===== src/rtl/clock_pkg.sv =====
// Shared definitions for the alarm unit: FSM state encoding and default time moduli.
package clock_pkg;

  typedef enum logic [1:0] {
    DISARMED = 2'd0,
    ARMED    = 2'd1,
    RINGING  = 2'd2,
    SNOOZING = 2'd3
  } alarm_state_t;

  localparam int DEF_HR_MOD  = 24;
  localparam int DEF_MIN_MOD = 60;

endpackage


===== src/rtl/mod_updown_counter.sv =====
// Modulo-MOD up/down counter; one step per cycle 'step' is high, wrapping both ways.
module mod_updown_counter #(
  parameter int MOD = 60,
  parameter int W   = 6
) (
  input  logic         clock,
  input  logic         reset,
  input  logic         step,
  input  logic         dn,
  output logic [W-1:0] count
);

  localparam logic [W-1:0] TOP = W'(MOD - 1);

  always_ff @(posedge clock or posedge reset) begin
    if (reset)
      count <= '0;
    else if (step) begin
      if (dn) count <= (count == '0) ? TOP : count - W'(1);
      else    count <= (count == TOP) ? '0 : count + W'(1);
    end
  end

endmodule


===== src/rtl/alarm_ctrl.sv =====
// Alarm setting registers plus disarmed/armed/ringing/snoozing FSM.
// Define ALARM_SNOOZE_EN to enable the snooze input and SNOOZING state.
module alarm_ctrl
  import clock_pkg::*;
#(
  parameter int HR_MOD         = DEF_HR_MOD,
  parameter int MIN_MOD        = DEF_MIN_MOD,
  parameter int HR_W           = 5,
  parameter int MIN_W          = 6,
  parameter int RING_MINUTES   = 1,
  parameter int SNOOZE_MINUTES = 5
) (
  input  logic             clock,
  input  logic             reset,
  input  logic             enable,
  input  logic             set_hr,
  input  logic             set_min,
  input  logic             set_dn,
  input  logic             arm,
  input  logic             stop,
  input  logic             snooze,
  input  logic             min_tick,
  input  logic [HR_W-1:0]  cur_hr,
  input  logic [MIN_W-1:0] cur_min,
  output logic [HR_W-1:0]  alarm_hr,
  output logic [MIN_W-1:0] alarm_min,
  output logic             ringing,
  output logic             snoozing,
  output logic             armed
);

  localparam int RW = $clog2(RING_MINUTES + 1);

  alarm_state_t   state, state_nxt;
  logic [RW-1:0]  ring_cnt, ring_nxt, ring_inc;
  logic           match;

  mod_updown_counter #(.MOD(HR_MOD), .W(HR_W)) u_hr (
    .clock (clock),
    .reset (reset),
    .step  (enable & set_hr),
    .dn    (set_dn),
    .count (alarm_hr)
  );

  mod_updown_counter #(.MOD(MIN_MOD), .W(MIN_W)) u_min (
    .clock (clock),
    .reset (reset),
    .step  (enable & set_min),
    .dn    (set_dn),
    .count (alarm_min)
  );

  // Compare uses the registers as they stand this cycle, before any setting step lands.
  assign match    = min_tick & (cur_hr == alarm_hr) & (cur_min == alarm_min);
  assign ring_inc = ring_cnt + RW'(1);

`ifdef ALARM_SNOOZE_EN
  localparam int SW = $clog2(SNOOZE_MINUTES + 1);
  logic [SW-1:0] snz_cnt, snz_nxt;
`else
  logic unused_snooze;
  assign unused_snooze = snooze;
`endif

  always_ff @(posedge clock or posedge reset) begin
    if (reset) begin
      state    <= DISARMED;
      ring_cnt <= '0;
`ifdef ALARM_SNOOZE_EN
      snz_cnt  <= '0;
`endif
    end else begin
      state    <= state_nxt;
      ring_cnt <= ring_nxt;
`ifdef ALARM_SNOOZE_EN
      snz_cnt  <= snz_nxt;
`endif
    end
  end

  always_comb begin
    state_nxt = state;
    ring_nxt  = ring_cnt;
`ifdef ALARM_SNOOZE_EN
    snz_nxt   = snz_cnt;
`endif
    if (!arm) begin
      state_nxt = DISARMED;
      ring_nxt  = '0;
`ifdef ALARM_SNOOZE_EN
      snz_nxt   = '0;
`endif
    end else begin
      case (state)
        DISARMED: state_nxt = ARMED;
        ARMED: if (match) begin
          state_nxt = RINGING;
          ring_nxt  = '0;
        end
        RINGING: begin
          if (stop) state_nxt = ARMED;
`ifdef ALARM_SNOOZE_EN
          else if (snooze) begin
            state_nxt = SNOOZING;
            snz_nxt   = SW'(SNOOZE_MINUTES);
          end
`endif
          else if (min_tick) begin
            if (ring_inc == RW'(RING_MINUTES)) begin
              state_nxt = ARMED;
              ring_nxt  = '0;
            end else
              ring_nxt = ring_inc;
          end
        end
`ifdef ALARM_SNOOZE_EN
        SNOOZING: begin
          if (stop) state_nxt = ARMED;
          else if (min_tick) begin
            if (snz_cnt == SW'(1)) begin
              state_nxt = RINGING;
              ring_nxt  = '0;
            end
            snz_nxt = snz_cnt - SW'(1);
          end
        end
`endif
        default: state_nxt = DISARMED;
      endcase
    end
  end

  always_comb begin
    ringing  = (state == RINGING);
    armed    = (state != DISARMED);
`ifdef ALARM_SNOOZE_EN
    snoozing = (state == SNOOZING);
`else
    snoozing = 1'b0;
`endif
  end

endmodule


===== config.mk =====
export PLATFORM = sky130hd
export DESIGN_NAME = alarm_ctrl
export DESIGN_NICKNAME = d
export VERILOG_FILES = /design/src/rtl/clock_pkg.sv /design/src/rtl/mod_updown_counter.sv /design/src/rtl/alarm_ctrl.sv
export SDC_FILE = /design/constraint.sdc
export NUM_CORES = 1
export LEC_CHECK = 0
export ABC_CLOCK_PERIOD_IN_PS = 1400
export CAP_MARGIN = 20
export CORE_UTILIZATION = 35
export DETAILED_ROUTE_END_ITERATION = 6
export SYNTH_ARGS = -nofsm -noshare
export SYNTH_HDL_FRONTEND = slang
export SYNTH_SLANG_ARGS = --single-unit

===== constraint.sdc =====
create_clock -name clock -period 1.4 [get_ports clock]
set_input_delay 0.28 -clock clock [delete_from_list [all_inputs] [get_ports clock]]
set_output_delay 0.28 -clock clock [all_outputs]
set_load 0.05 [all_outputs]

==> results.json, run 1 <==
{
  "use_met3_pct": 3.25,
  "clock-root-buffer": "clkbuf_4",
  "cts_max_level": 1,
  "rows": 20,
  "violations": "negative setup slack",
  "synth_flop_cell": "dfrtp_1",
  "grt-busiest-layer": "met2",
  "synth_fp_nets": 164,
  "drt-pass1-iter-count": 4,
  "globalplace.congestion": 0.900,
  "yosysSeqAreaShare_pct": 27.8,
  "synth_top_area_share_pct": 27.8,
  "place_area_um2": 1940,
  "ir_drop_v": 0.00129,
  "drt-initial-drc-count": 67,
  "synth_area_leader_cell": "dfrtp_1",
  "async_flop_share_pct": 100,
  "ys_types": 49,
  "synth_edf_count": 0,
  "fin_nets": 244,
  "worstSetupPathType": "register to register",
  "fin_skew_ps": 2.28,
  "layout_common_cells": "46 x buf_4, 18 x clkdlybuf4s50_1, 12 x buf_12",
  "synthTopCellsByArea": "dfrtp_1 28%, ha_1 5.3%, xnor2_1 5.2%",
  "clock-sinks": 13,
  "final_cell_area_um2": 2240,
  "use_met2_pct": 39.4,
  "antenna_found_initial": 0,
  "grt_pass1_wl_um": 6350,
  "final_antenna_net_count": 0,
  "max_cap_violations": 0,
  "setup_viol": 13,
  "drv_slew": 0,
  "die_height_um": 59.8,
  "clk_latency_ps": 280,
  "crit_required_ps": 1570,
  "core_um2": 3100,
  "die_width_um": 59.8,
  "antenna_cells": 0,
  "io_pins": 35,
  "fin_crit_ps": 1540,
  "synth_warnings": 0,
  "grt_pass1_vias": 1380,
  "use_met1_pct": 31.3,
  "synth_area_um2": 1170,
  "fmax_mhz": 647,
  "clock_path_buffers": 2,
  "postSynthCellCount": 138,
  "grt.overflow.total": 0,
  "crit_path_end_kind": "register",
  "final_common_cell": "buf_4",
  "io_buffers": 32,
  "hold_viol_final": 0,
  "initial_utilization_pct": 37.7,
  "numCtsBuffers": 3,
  "timing.final.crit_share_pct": 110,
  "routed_wl_um": 4050,
  "rsz0062_at_grt": "yes",
  "worstPathArrival_ps": 1710,
  "vias": 1387,
  "cts_tree": "yes",
  "area_delta_synth_final_pct": 91.9,
  "hold_path.class": "primary input to asynchronous set/reset pin",
  "grt_usage_pct": 23.7,
  "fin_cells": 261,
  "avgRoutedWirePerCell_um": 15.5,
  "dp_cells": 243,
  "status": "finished with violations",
  "synth-seq-cells": 13,
  "nFillCells": 244,
  "setup_slack_ps": -145,
  "start_kind": "register",
  "worst-path-max-fanout": 6,
  "avgSynthCellArea_um2": 8.48,
  "hpwl_um": 2790,
  "drc_errors": 0,
  "p_leak_nw": 0.947,
  "finish.utilization_pct": 72.3,
  "vias_per_cell": 5.31,
  "cts.clk_slew.worst_paths_ps": 90,
  "drive_gt1_share_pct": 50.7,
  "dieArea_um2": 3580,
  "pwr_density_cell_nw_per_um2": 1870,
  "grt_start_max_net_pins": 14
}
stage by stage:
stage                     setup TNS (ps)  power (mW)  setup WS [ps]  hold slack, ps
after global placement             -2260        3.37           -278             538
after CTS                           -751        4.07           -123             296
after global routing               -1540        4.43           -189             305
after detailed placement           -2790        3.42           -356             549
after floorplan                    -1030        2.13           -214             156
final                               -778        4.20           -145             289
final cells by class:
class                   count  area [um^2]  share of cell area (%)
repair buffers             85          868                    38.7
well taps                  44         55.1                    2.45
clock buffers               4         26.3                    1.17
inverters                   7         26.3                    1.17
flip-flops and latches     13          339                    15.1
multi-input cells         108          930                    41.4
synth_stat cells, types with 2 or more instances:
cell type,n
nor2b_1,2
a21oi_1,11
ha_1,5
inv_1,7
nor3b_1,2
o21ai_0,11
nand2b_1,3
nand4_1,4
o311a_1,2
and4b_1,3
xnor2_1,7
dfrtp_1,13
nor4bb_1,2
nor2_1,6
nor3_1,4
xor2_1,7
buf_2,8
nor4b_1,2
and2_1,2
nand2_1,8
path summary, 6_finish.rpt:
check	from	end	slack (ps)	cells past startpoint
min in group clock	u_hr.count[3]$_DFFE_PP0P_	u_hr.count[3]$_DFFE_PP0P_	580	1
hold / removal	reset	u_hr.count[2]$_DFFE_PP0P_	290	3
hold reg to reg	u_hr.count[3]$_DFFE_PP0P_	u_hr.count[3]$_DFFE_PP0P_	580	1
max in group asynchronous	reset	u_min.count[1]$_DFFE_PP0P_	920	3
setup reg to reg	u_min.count[1]$_DFFE_PP0P_	u_min.count[5]$_DFFE_PP0P_	-140	4
setup / recovery	u_min.count[1]$_DFFE_PP0P_	u_min.count[5]$_DFFE_PP0P_	-140	4
per-layer routing:
metal / vias to the layer above / wire length, um
met3: 8 / 172
li1: 662 / -
met2: 43 / 1970
met5: - / 0
met4: 0 / 58
met1: 674 / 1850
where the power goes:
part | internal (mW) | switching (mW)
logic | 1.66 | 1.42
registers | 0.530 | 0.328
clock network | 0.111 | 0.145
logic make-up after synthesis:
logic type | share of synthesized area [%]
AND/OR/NAND/NOR | 24.7
AO/OA/AOI/OAI | 23.2
buffers and inverters | 7.27
XOR/XNOR | 10.5
flip-flops | 27.8
adder cells (fa/ha/maj) | 5.35
other | 0.321
multiplexers | 0.856
worst max-delay path, cell delays in order, from the launching register on:
cell and delay, ps:
dfrtp_2 480, or4_4 560, o21ai_4 150, o311a_1 190, nor3_2 50
sequential cells by signal, indices dropped and copies added, names as in the netlist:
name,cells
state,2
u_min.count,6
u_hr.count,5
repair_timing:
action | 4_1_cts | 5_1_grt
setup buffers | 10 | 5
pin swaps | 19 | 6
gates resized for setup | 32 | 8
hold buffers | 0 | 0
setup endpoints to repair | 13 | 18
Power figures use the tool's default switching activity.
==> run 2, diff against run 1 <==
--- a/config.mk
+++ b/config.mk
@@ -9,6 +9,7 @@
 export CAP_MARGIN = 20
 export CORE_UTILIZATION = 35
 export DETAILED_ROUTE_END_ITERATION = 6
+export SLEW_MARGIN = 30
 export SYNTH_ARGS = -nofsm -noshare
 export SYNTH_HDL_FRONTEND = slang
 export SYNTH_SLANG_ARGS = --single-unit
==> results of run 2 <==
Final layout, timing and power as in run 1 (identical DEF).
==> run 3, diff against run 2 <==
--- a/config.mk
+++ b/config.mk
@@ -8,8 +8,9 @@
 export ABC_CLOCK_PERIOD_IN_PS = 1400
 export CAP_MARGIN = 20
 export CORE_UTILIZATION = 35
+export CTS_CLUSTER_SIZE = 12
 export DETAILED_ROUTE_END_ITERATION = 6
-export SLEW_MARGIN = 30
+export SLEW_MARGIN = 0
 export SYNTH_ARGS = -nofsm -noshare
 export SYNTH_HDL_FRONTEND = slang
 export SYNTH_SLANG_ARGS = --single-unit
==> results of run 3 <==
Final layout, timing and power as in run 1 (identical DEF).
